$ cat src/rtl/sram_access_arbiter.sv
// Three-requester round-robin arbiter for the single-port data SRAM.
// Optional build macro SRAM_ARB_CPU_PRIO_EN: requester 0 (CPU) gets fixed priority over 1 and 2.
module sram_access_arbiter #(
  parameter int ADDR_W   = 8,
  parameter int DATA_W   = 8,
  parameter int WAIT_CYC = 1   // legal range 1..15
) (
  input  logic                  clk,
  input  logic                  Reset,
  input  logic [2:0]            req,
  input  logic [2:0]            we,
  input  logic [3*ADDR_W-1:0]   addr,
  input  logic [3*DATA_W-1:0]   wdata,
  output logic [2:0]            gnt,
  output logic [2:0]            ack,
  output logic [DATA_W-1:0]     rdata,
  output logic [ADDR_W-1:0]     SRAMAddress,
  output logic [DATA_W-1:0]     SRAMDatain,
  output logic                  SRAMRead,
  output logic                  SRAMWrite,
  input  logic [DATA_W-1:0]     SRAMDataout
);

  localparam logic [3:0] CNT_LOAD = 4'(WAIT_CYC - 1);

  typedef enum logic [1:0] {
    S_IDLE   = 2'd0,
    S_ACCESS = 2'd1,
    S_DONE   = 2'd2
  } state_t;

  state_t              r_state;
  logic [3:0]          r_cnt;
  logic [1:0]          r_last;
  logic                r_we;
  logic [2:0]          r_gnt;
  logic [2:0]          r_ack;
  logic [DATA_W-1:0]   r_rdata;
  logic [ADDR_W-1:0]   r_addr;
  logic [DATA_W-1:0]   r_din;
  logic                r_rd;
  logic                r_wr;

  logic                w_win_vld;
  logic [1:0]          w_win_idx;
  logic                w_upd_last;
  logic [ADDR_W-1:0]   w_win_addr;
  logic [DATA_W-1:0]   w_win_data;
  logic                w_win_we;

  function automatic logic [1:0] f_next(input logic [1:0] idx);
    return (idx == 2'd2) ? 2'd0 : idx + 2'd1;
  endfunction

`ifdef SRAM_ARB_CPU_PRIO_EN
  logic [1:0] w_first;
  logic [1:0] w_second;

  // CPU wins outright; 1 and 2 rotate using the pointer, which CPU grants leave untouched.
  always_comb begin
    w_win_vld  = 1'b0;
    w_win_idx  = 2'd0;
    w_upd_last = 1'b0;
    w_first    = (r_last == 2'd1) ? 2'd2 : 2'd1;
    w_second   = (r_last == 2'd1) ? 2'd1 : 2'd2;
    if (req[0]) begin
      w_win_vld = 1'b1;
      w_win_idx = 2'd0;
    end else if (req[w_first]) begin
      w_win_vld  = 1'b1;
      w_win_idx  = w_first;
      w_upd_last = 1'b1;
    end else if (req[w_second]) begin
      w_win_vld  = 1'b1;
      w_win_idx  = w_second;
      w_upd_last = 1'b1;
    end
  end
`else
  logic [1:0] w_c1;
  logic [1:0] w_c2;

  // Search order starts just after the last winner, so the last winner is checked last.
  always_comb begin
    w_win_vld  = 1'b0;
    w_win_idx  = 2'd0;
    w_upd_last = 1'b1;
    w_c1       = f_next(r_last);
    w_c2       = f_next(w_c1);
    if (req[w_c1]) begin
      w_win_vld = 1'b1;
      w_win_idx = w_c1;
    end else if (req[w_c2]) begin
      w_win_vld = 1'b1;
      w_win_idx = w_c2;
    end else if (req[r_last]) begin
      w_win_vld = 1'b1;
      w_win_idx = r_last;
    end
  end
`endif

  assign w_win_addr = addr[w_win_idx*ADDR_W +: ADDR_W];
  assign w_win_data = wdata[w_win_idx*DATA_W +: DATA_W];
  assign w_win_we   = we[w_win_idx];

  always_ff @(posedge clk or negedge Reset) begin
    if (!Reset) begin
      r_state <= S_IDLE;
      r_cnt   <= 4'd0;
      r_last  <= 2'd2;
      r_we    <= 1'b0;
      r_gnt   <= 3'b000;
      r_ack   <= 3'b000;
      r_rdata <= '0;
      r_addr  <= '0;
      r_din   <= '0;
      r_rd    <= 1'b0;
      r_wr    <= 1'b0;
    end else begin
      case (r_state)
        S_IDLE: begin
          if (w_win_vld) begin
            r_gnt   <= 3'b001 << w_win_idx;
            if (w_upd_last) r_last <= w_win_idx;
            r_addr  <= w_win_addr;
            r_din   <= w_win_data;
            r_we    <= w_win_we;
            r_rd    <= ~w_win_we;
            r_wr    <= w_win_we;
            r_cnt   <= CNT_LOAD;
            r_state <= S_ACCESS;
          end
        end
        S_ACCESS: begin
          if (r_cnt != 4'd0) begin
            r_cnt <= r_cnt - 4'd1;
          end else begin
            // Last strobe cycle: SRAM output is valid now, so sample it on the way out.
            r_rd    <= 1'b0;
            r_wr    <= 1'b0;
            if (!r_we) r_rdata <= SRAMDataout;
            r_ack   <= r_gnt;
            r_state <= S_DONE;
          end
        end
        S_DONE: begin
          r_ack   <= 3'b000;
          r_gnt   <= 3'b000;
          r_state <= S_IDLE;
        end
        default: r_state <= S_IDLE;
      endcase
    end
  end

  assign gnt         = r_gnt;
  assign ack         = r_ack;
  assign rdata       = r_rdata;
  assign SRAMAddress = r_addr;
  assign SRAMDatain  = r_din;
  assign SRAMRead    = r_rd;
  assign SRAMWrite   = r_wr;

endmodule

$ cat config.mk
export PLATFORM = sky130hd
export DESIGN_NAME = sram_access_arbiter
export DESIGN_NICKNAME = d
export VERILOG_FILES = /design/src/rtl/sram_access_arbiter.sv
export SDC_FILE = /design/constraint.sdc
export NUM_CORES = 1
export LEC_CHECK = 0
export ABC_AREA = 1
export BUFFER_PORTS_ARGS = -buffer_cell sky130_fd_sc_hd__buf_2
export CAP_MARGIN = 20
export CORE_ASPECT_RATIO = 2
export CORE_UTILIZATION = 30
export CTS_BUF_LIST = sky130_fd_sc_hd__clkbuf_16
export DETAILED_ROUTE_END_ITERATION = 7
export MAX_ROUTING_LAYER = met4
export PLACE_DENSITY = 0.54
export SYNTH_ARGS = -nofsm -noshare
export SYNTH_HDL_FRONTEND = slang
export SYNTH_SLANG_ARGS = --single-unit
export TNS_END_PERCENT = 100
$ cat constraint.sdc
create_clock -name clk -period 4.8 [get_ports clk]
set_clock_uncertainty 0.2 [all_clocks]
set_input_delay 0.96 -clock clk [delete_from_list [all_inputs] [get_ports clk]]
set_output_delay 0.96 -clock clk [all_outputs]
set_load 0.005 [all_outputs]
==> results of run 1 <==
==> logic make-up after synthesis <==
kind of cell / synth area share (%)
flops: 46.46
fa+ha+maj: 0.5658
simple gates: 36.67
mux: 4.075
buf+inv: 6.395
compound gates: 5.037
xor+xnor: 0.7924
==> through the flow <==
stage	hold WS (ns)	worst slack [ns]	total power [mW]
after floorplan	0.2414	2.675	1.374
after global placement	0.2700	2.276	1.635
after detailed placement	0.2736	2.239	1.655
after CTS	0.2888	2.533	2.032
after global routing	0.3108	2.344	2.188
final	0.2901	2.540	2.004
==> worst register-to-register path: stages (launching register included) <==
cell and delay [ns]:
dfstp_2 0.59, nor2_2 0.10, nand2_4 0.13, nand2_1 0.08
nor2_2 0.11, nand2_1 0.06, nand2_1 0.31, nand2_2 0.14
nor2_4 0.20, nand2_1 0.08, nand3_1 0.07
==> registers in the layout (all words and copies together) (netlist names) <==
| register | count |
|---|---|
| r_last | 2 |
| ack | 3 |
| rdata | 8 |
| gnt | 3 |
| r_state | 2 |
| r_cnt | 4 |
| SRAMWrite | 1 |
| SRAMAddress | 8 |
| r_we | 1 |
| SRAMDatain | 8 |
| SRAMRead | 1 |
==> report_power, final <==
group | leakage (nW) | switching [mW] | internal [mW] | total, mW
Sequential | 0.502 | 0.0915 | 0.518 | 0.610
Clock | 0.0826 | 0.129 | 0.241 | 0.371
Combinational | 1.01 | 0.632 | 0.391 | 1.02
==> layout make-up <==
cell class | instances | share of cell area (%)
clock buffer | 5 | 4.320
clock inverter | 3 | 1.296
inverter | 19 | 2.549
multi-input combinational | 207 | 35.98
sequential | 41 | 35.46
tap | 92 | 3.974
timing repair buffer | 95 | 16.41
==> placed cells by master, fill, tap and decap left out, types with 2 or more instances in the layout <==
| cell type | Yosys | layout |
|---|---|---|
| nand3_1 | 30 | 30 |
| nand2_1 | 104 | 104 |
| buf_2 | 3 | 95 |
| dfrtp_1 | 40 | 40 |
| o21ai_1 | 5 | 5 |
| clkbuf_16 | 0 | 5 |
| nand2_2 | 2 | 2 |
| mux2_2 | 7 | 7 |
| nor2_4 | 3 | 3 |
| inv_1 | 17 | 18 |
| nor2_2 | 2 | 2 |
| a21oi_1 | 6 | 6 |
| o21ai_0 | 5 | 5 |
| nand2_4 | 3 | 3 |
| nand4_1 | 2 | 2 |
| nor2_1 | 25 | 25 |
==> synth_stat cells, types with 2 or more instances <==
cell type    n  area (um2)
nor2_1      25       93.84
nand2_2      2       12.51
nand4_1      2       12.51
dfrtp_1     40        1001
inv_1       17       63.81
buf_6        4       45.04
mux2_2       7       78.83
o21ai_1      5       25.02
a21oi_1      6       30.03
buf_2        3       15.01
o21ai_0      5       25.02
nand3_1     30       150.1
nor2_4       3       33.78
nand2_1    104       390.4
nand2_4      3       33.78
nor2_2       2       12.51
==> worst max path at each step <==
stage           start        endpoint  slack, ns  depth (start not counted)
2_1_floorplan  req[2]  SRAMAddress[1]       2.68                          9
3_3_place_gp   req[2]  SRAMAddress[2]       2.28                         10
3_5_place_dp   req[0]  SRAMAddress[3]       2.24                         10
4_1_cts        req[0]  SRAMAddress[3]       2.53                         10
5_1_grt        req[1]       SRAMWrite       2.34                          8
6_report       req[0]  SRAMAddress[3]       2.54                         10
==> layer usage <==
metal  global-route usage, %  part of all wire [%]  routed length [um]
met5                       -                     0                   0
met4                   7.122                   2.3                 134
met3                   2.860                   4.2                 240
met2                   29.14                    55                3157
met1                   15.94                    38                2178
==> metrics, run 1 <==
status=completed; Worst Hold Launch=rdata[5]; area grow syn2layout=31.01%; Gate Count Post-Synth=275; WS Path Type=in2reg; routed len/inst=12.36 um; Max Freq=roughly 0.44 GHz; DR vias=around 2100; RSZ-0062 raised after global routing=false; final instance area=about 2900 um2; PD cells=between 600 and 700 nW/um2; WP data required=~4.8 ns; mean post-synth cell area=around 8 um2; Hold WC Path Type=reg2reg; post-CTS resize count=0; core region area=7212 um2; DP Area=2734 um2; PortBufs=95; Boundary Pins=96; max cap viols=0; Routed Wire Length=between 5000 and 6000 um; Clock Path Buffers=2; min Tclk post-route=between 2 and 2.5 ns; count of cell types in the netlist=33; vias in the first global route=roughly 2000; H-tree lvl count=2; Final Max Tran Viols=0; Worst Path Buf+Inv=2; share of cells above drive strength 1=34.32%; setup TNS=0 ns; CTS Hold Bufs=0; clk sinks=41; iteration count of the initial detailed-routing pass=4; Hold EP=rdata[5]; largest net degree at the start of global routing=42; filler cell count=~750; Synth Register Bits=between 40 and 50; # rows=between 40 and 50; die width=about 63 um; sequential area share after synthesis=between 40% and 50%; Residual DRC=0; slowest CP cell=nand2_1; hpwl dp=4328 um; EDFF count, synth=0; CTS root buffer=clkbuf_16; worst slew pin tran=0.9025 ns; crit-path max cell delay=0.31 ns; CTS clock-pin slew for the worst setup and hold paths=roughly 0.060 ns; post-route core utilization=40.16%; worst skew pair latency=approximately 0.28 ns; antenna violations before repair=0; Die Ht=~120 um; ys async rst share=100.0%; Storage cell area=approximately 1000 um2; Detailed Route Iter0 Violations=61; Placed Instances=between 400 and 500; most numerous cell on the critical path=nand2_1; Hold Path Stages=1; # nets final=around 430; post-synthesis net count=340; crit-path cells=buf_2 > nand2_1 > inv_1 > nor2_2 > nand2_1 > nand2_1 > nand2_2 > nor2_4 > nand2_1 > nand3_1; CP top delay family=simple AND/OR/NAND/NOR gates; Yosys Warn Count=0; fin crit share=~47%; Top FF cell, synth=dfrtp_1; crit path capture type=flip-flop; P_leak=approximately 1.6 nW; final setup fails=0; synthesized cell area=2211 um2; first-pass GRT wire length=9108 um; slew margin rel.=between 30% and 40%; Worst R2R Path Depth=10; Initial Utilization=between 30% and 40%; Die ar.=about 7700 um2; Startpoint Class=primary input; reg2reg start=r_last[1]; TritonCTS Buffers=5; area occupied by multi-input gates=around 1000 um2; critical path fanouts, max=11; Fin. Hold Viols=0; gr usage total=around 16%; Vias/cell=4.511; Final Non-Filler Cells=about 460; Critical Path AT=roughly 2.3 ns; Inserted Diodes=0; Routed Antenna Nets=0; CTS tree=built; R2R Setup Slk=2.67 ns; GRT overflow=0; Critical R2R Capture=SRAMAddress[3]; gpl congestion=around 0.81; worst vdd ir=0.2932 mV; postcts setup bufs=0
Note: power is estimated with default switching activity, not from simulation.
==> run 2: changes to the inputs <==
Settings changed: PLACE_DENSITY 0.54 to 0.56.
Clock period 4.8 ns to 2 ns, I/O delays scaled along.
==> run 2 against run 1 <==
The run now ends with hold timing left. Combinational power grew to 2.7 times the previous value. First-iteration DRC count is 44% lower. Wire length is 0.68% lower. Via count increased by 0.34%. Final area increased by 3.3%. Clock-buffer cell count unchanged. Sequential share of layout area is 1.1 points lower. Highest routed layer unchanged.
==> metrics, run 2 (synthesis results as in run 1) <==
status=finished, violations left (was completed); Residual DRC=0 (unchanged); R2R Setup Slk=0.08 ns (was 2.67 ns); switching power=2.101 mW (was 0.8529 mW); Vias/cell=4.439 (was 4.511); PD cells=1654 nW/um2 (was 691.9 nW/um2); WS Path Type=reg2reg (was in2reg); Worst Setup SP=r_last[1] (was req[0]); Clock Power Share=15.5% (was 18.5%); Final Max Tran Viols=0 (unchanged); critical path fanouts, max=10 (was 11); Startpoint Class=flip-flop (was primary input); filler cell count=762 (was 745); Placed Instances=463 (was 454); commonest cells after routing, fill and taps aside=nand2_1 (103), buf_2 (95), dfrtp_1 (40) (was nand2_1 (104), buf_2 (95), dfrtp_1 (40)); first-pass GRT wire length=8949 um (was 9108 um); Die Ht=123.4 um (unchanged); iteration count of the initial detailed-routing pass=4 (unchanged); crit path to=SRAMAddress[7] (was SRAMAddress[3]); min Tclk post-route=between 1.5 and 2 ns; Detailed Route Iter0 Violations=34 (was 61); CTS Hold Bufs=0 (unchanged); Critical R2R Capture=SRAMAddress[7] (was SRAMAddress[3]); internal cell power=2.849 mW (was 1.151 mW); share of cells above drive strength 1=36.94% (was 34.32%); Storage cell area=1027 um2 (unchanged); routed len/inst=12.04 um (was 12.36 um); # rows=44 (unchanged); WP data required=1.97 ns (was 4.82 ns); final hold slack=-0.01862 ns (was 0.2901 ns); Routed Antenna Nets=0 (unchanged); clk sinks=41 (unchanged); Worst R2R Path Depth=10 (unchanged); largest net degree at the start of global routing=42 (unchanged); crit path capture type=flip-flop (unchanged); H-tree lvl count=2 (unchanged); # nets final=443 (was 434); max cap viols=0 (unchanged); Initial Utilization=30.66% (unchanged); Fin. Hold Viols=31 (was 0); CTS clock-pin slew for the worst setup and hold paths=0.06 ns (about the same); worst slew pin tran=0.5313 ns (was 0.9025 ns); Comb power frac=54.9% (was 51.1%); worst vdd ir=0.6445 mV (was 0.2932 mV); Final Non-Filler Cells=471 (was 462); fin crit share=just under 100%; Boundary Pins=96 (unchanged); final setup fails=0 (unchanged); CTS tree=built (unchanged); hpwl dp=4364 um (was 4328 um); gr usage total=15.80% (was 15.78%); final instance area=2993 um2 (was 2897 um2); antenna violations before repair=0 (unchanged); sw frac=42.44% (was 42.56%); Max Freq=0.5199 GHz; slew margin rel.=64.58% (was 39.83%); area grow syn2layout=35.37% (was 31.01%); Inserted Diodes=0 (unchanged); Hold WC Path Type=in2async (was reg2reg); gpl congestion=0.8255 (was 0.8063); P_leak=1.641 nW (was 1.591 nW); TritonCTS Buffers=5 (unchanged); failing checks=hold timing; GRT overflow=0 (unchanged); vias in the first global route=1938 (was 2007); worst skew pair latency=0.28 ns (about the same); reg2reg start=r_last[1] (unchanged); Clock Path Buffers=2 (unchanged); Routed Wire Length=5671 um (was 5710 um); core region area=7212 um2 (unchanged); post-route core utilization=41.50% (was 40.16%); CTS root buffer=clkbuf_16 (unchanged); Critical Path AT=1.89 ns (was 2.28 ns); DP Area=2826 um2 (was 2734 um2); area occupied by multi-input gates=1067 um2 (was 1042 um2); most common cell after layout, fill and taps aside=nand2_1 (unchanged); DR vias=2091 (was 2084); Die ar.=7737 um2 (unchanged); die width=62.70 um (unchanged); PortBufs=95 (unchanged); Flop pwr share=29.7% (was 30.4%)
==> run 2: area by class of cell <==
| type | count | area share [%] |
|---|---|---|
| Multi-Input combinational cell | 207 | 35.66 |
| Clock inverter | 3 | 0.4599 |
| Inverter | 19 | 2.550 |
| Clock buffer | 5 | 4.181 |
| Tap cell | 92 | 3.846 |
| Timing Repair Buffer | 104 | 18.98 |
| Sequential cell | 41 | 34.32 |
==> run 2: critical path: stages (launching register included) <==
cell and delay, ns:
dfstp_2 0.59, inv_2 0.08, nand3_1 0.11, nand2_1 0.06, a21oi_1 0.22, nand2_4 0.10
nand2_8 0.12, buf_12 0.14, nor2_4 0.06, nand2_1 0.06, nand3_1 0.06
==> run 2: through the flow <==
step / setup slack [ns] / TNS, ns / hold slack [ns] / power [mW]
finish: 0.07655 / 0 / -0.01862 / 4.951
global route: -0.01520 / -0.04139 / 0.02958 / 5.413
CTS: 0.01985 / 0 / 0.01285 / 4.983
detailed placement: 0.02678 / 0 / 0.2657 / 4.190
global placement: 0.06481 / 0 / 0.2603 / 4.158
floorplan: 0.07746 / 0 / -0.09559 / 3.297
==> run 2: power by group through the flow <==
| stage | combinational [mW] | clock, mW | sequential [mW] |
|---|---|---|---|
| 3_5_place_dp | 2.71 | 0 | 1.48 |
| 3_3_place_gp | 2.69 | 0 | 1.47 |
| 4_1_cts | 2.73 | 0.790 | 1.47 |
| 5_1_grt | 3.07 | 0.837 | 1.51 |
| 6_report | 2.72 | 0.765 | 1.47 |
| 2_1_floorplan | 1.81 | 0 | 1.48 |
==> run 2: timing repair <==
action,CTS,global route
setup endpoints to repair,0,30
setup buffers,0,0
gates resized for setup,0,6
==> run 2: per-layer routing <==
metal	vias up	global-route usage, %	share of wire [%]
li1	1081	-	-
met1	943	15.49	39
met4	0	6.541	1.6
met2	60	29.89	56
met5	-	-	0
met3	7	3.044	3.5
==> run 2: how the worst min path moves through the flow <==
stage	startpoint	to	slack (ns)	cells past startpoint
after global placement	SRAMRead	SRAMRead	0.26	2
after floorplan	Reset	SRAMAddress[0]	-0.1	0
after detailed placement	SRAMRead	SRAMRead	0.27	2
after global routing	Reset	SRAMAddress[3]	0.03	2
after CTS	Reset	SRAMAddress[5]	0.01	2
final	Reset	SRAMAddress[3]	-0.02	2
==> run 3: changes to the inputs <==
Settings changed: PLACE_DENSITY 0.56 to 0.54.
Clock period 2 ns to 2.3 ns, I/O delays scaled along.
==> run 3 against run 2 <==
The run now ends clean. Highest routed layer unchanged. First-iteration DRC count decreased by 15%. Final cell count decreased by 1.5%. Worst hold slack improved by 0.062 ns. Clock-buffer cell count unchanged. Critical path depth unchanged. Setup slack improved by 0.067 ns. Final area decreased by 2.7%. Non-clock buffer count decreased by 7. Largest power group unchanged. Global-route usage decreased by 0.084 points.
==> metrics, run 3 (synthesis results as in run 1) <==
Placed Instances=456 (was 463); Startpoint Class=flip-flop (unchanged); gpl congestion=0.8057 (was 0.8255); Die ar.=7737 um2 (unchanged); Fin. Hold Viols=0 (was 31); Inserted Diodes=0 (unchanged); CTS clock-pin slew for the worst setup and hold paths=0.06 ns (about the same); die width=62.70 um (unchanged); Routed Antenna Nets=0 (unchanged); core region area=7212 um2 (unchanged); slew margin rel.=65.35% (was 64.58%); max cap viols=0 (unchanged); most common cell after layout, fill and taps aside=nand2_1 (unchanged); min Tclk post-route=2.156 ns (was 1.923 ns); vias in the first global route=2046 (was 1938); length of routed wiring on met1=2062 um (was 2191 um); DR vias=2111 (was 2091); WP data required=2.32 ns (was 1.97 ns); routed len/inst=12.25 um (was 12.04 um); PD cells=1438 nW/um2 (was 1654 nW/um2); clk sinks=41 (unchanged); Residual DRC=0 (unchanged); post-CTS resize count=0 (unchanged); Boundary Pins=96 (unchanged); largest net degree at the start of global routing=42 (unchanged); Die Ht=123.4 um (unchanged); Initial Utilization=30.66% (unchanged); # nets final=436 (was 443); worst slew pin tran=0.5198 ns (was 0.5313 ns); Hold WC Path Type=in2async (unchanged); antenna violations before repair=0 (unchanged); filler cell count=766 (was 762); P_leak=1.600 nW (was 1.641 nW); share of cells above drive strength 1=34.68% (was 36.94%); iteration count of the initial detailed-routing pass=5 (was 4); worst skew pair latency=0.28 ns (about the same); commonest cells after routing, fill and taps aside=nand2_1 (104), buf_2 (95), dfrtp_1 (40) (was nand2_1 (103), buf_2 (95), dfrtp_1 (40)); Max Freq=0.4637 GHz (was 0.5199 GHz); Vias/cell=4.550 (was 4.439); CTS tree=built (unchanged); area grow syn2layout=31.69% (was 35.37%); Storage cell area=1027 um2 (unchanged); WL met3=243 um (was 199 um); worst vdd ir=0.6001 mV (was 0.6445 mV); crit path capture type=flip-flop (unchanged); fin crit share=93.75% (was 96.17%); setup TNS=0 ns (unchanged); # rows=44 (unchanged); Final Non-Filler Cells=464 (was 471); WL met2=3226 um (was 3188 um); Detailed Route Iter0 Violations=29 (was 34); GRT overflow=0 (unchanged); TritonCTS Buffers=5 (unchanged); area occupied by multi-input gates=1042 um2 (was 1067 um2); Final Max Tran Viols=0 (unchanged); critical path fanouts, max=11 (was 10); status=completed (was finished, violations left); WS Path Type=reg2reg (unchanged); max layer used=met4 (unchanged); PortBufs=95 (unchanged); Critical Path AT=2.17 ns (was 1.89 ns); Clock Path Buffers=2 (unchanged); CTS Hold Bufs=0 (unchanged); CTS root buffer=clkbuf_16 (unchanged); gr usage total=15.72% (was 15.80%); RSZ-0062 raised after global routing=false; Routed Wire Length=5684 um (was 5671 um); final setup fails=0 (unchanged); H-tree lvl count=2 (unchanged); final hold slack=0.04375 ns (was -0.01862 ns); hpwl dp=4401 um (was 4364 um); first-pass GRT wire length=9121 um (was 8949 um); postcts setup bufs=0 (unchanged)
==> run 3: metrics by stage <==
| stage | setup WS [ns] | instance area [um2] | utilization, % | total power, mW |
|---|---|---|---|---|
| 6_report | 0.1436 | 2912 | 40.37 | 4.186 |
| 5_1_grt | 0.01493 | 2912 | 40.37 | 4.589 |
| 4_1_cts | 0.1270 | 2912 | 40.37 | 4.259 |
| 3_5_place_dp | 0.1456 | 2749 | 38.12 | 3.468 |
| 3_3_place_gp | 0.1801 | 2749 | 38.12 | 3.439 |
| 2_1_floorplan | 0.3775 | 2211 | - | 2.867 |
==> run 3: layout make-up <==
class	count	share of cell area [%]
Multi-Input combinational cell	207	35.80
Sequential cell	41	35.28
Timing Repair Buffer	97	16.85
Clock buffer	5	4.297
Tap cell	92	3.954
Inverter	19	2.535
Clock inverter	3	1.289
==> run 3: report_power, final <==
part,switching [mW],leakage [nW],internal [mW],total (mW)
clock network,0.260,0.0826,0.504,0.763
logic,1.31,1.02,0.828,2.13
registers,0.207,0.502,1.08,1.29
==> run 3: worst paths after layout <==
kind	startpoint	endpoint	slack (ns)	depth (start not counted)
setup / recovery	r_last[1]	SRAMAddress[3]	0.14	10
hold / removal	Reset	r_cnt[2]	0.04	2
setup reg to reg	r_last[1]	SRAMAddress[3]	0.14	10
hold reg to reg	rdata[7]	rdata[7]	0.30	1
max in group asynchronous	Reset	r_last[1]	1.48	2
min in group clk	wdata[6]	SRAMDatain[6]	0.19	3
==> run 3: per-layer routing <==
metal	global-route usage (%)	up-vias
met5	-	-
met4	7.267	0
li1	-	1066
met3	2.214	10
met1	15.30	963
met2	30.10	72
==> run 3: worst max-delay path, stage by stage (launching register included) <==
cell     delay (ns)
dfstp_2        0.60
nor2_2         0.09
nand2_4        0.13
nand2_1        0.08
nor2_2         0.11
nand2_1        0.06
nand2_1        0.33
nand2_2        0.14
nor2_4         0.20
nand2_1        0.08
nand3_1        0.07
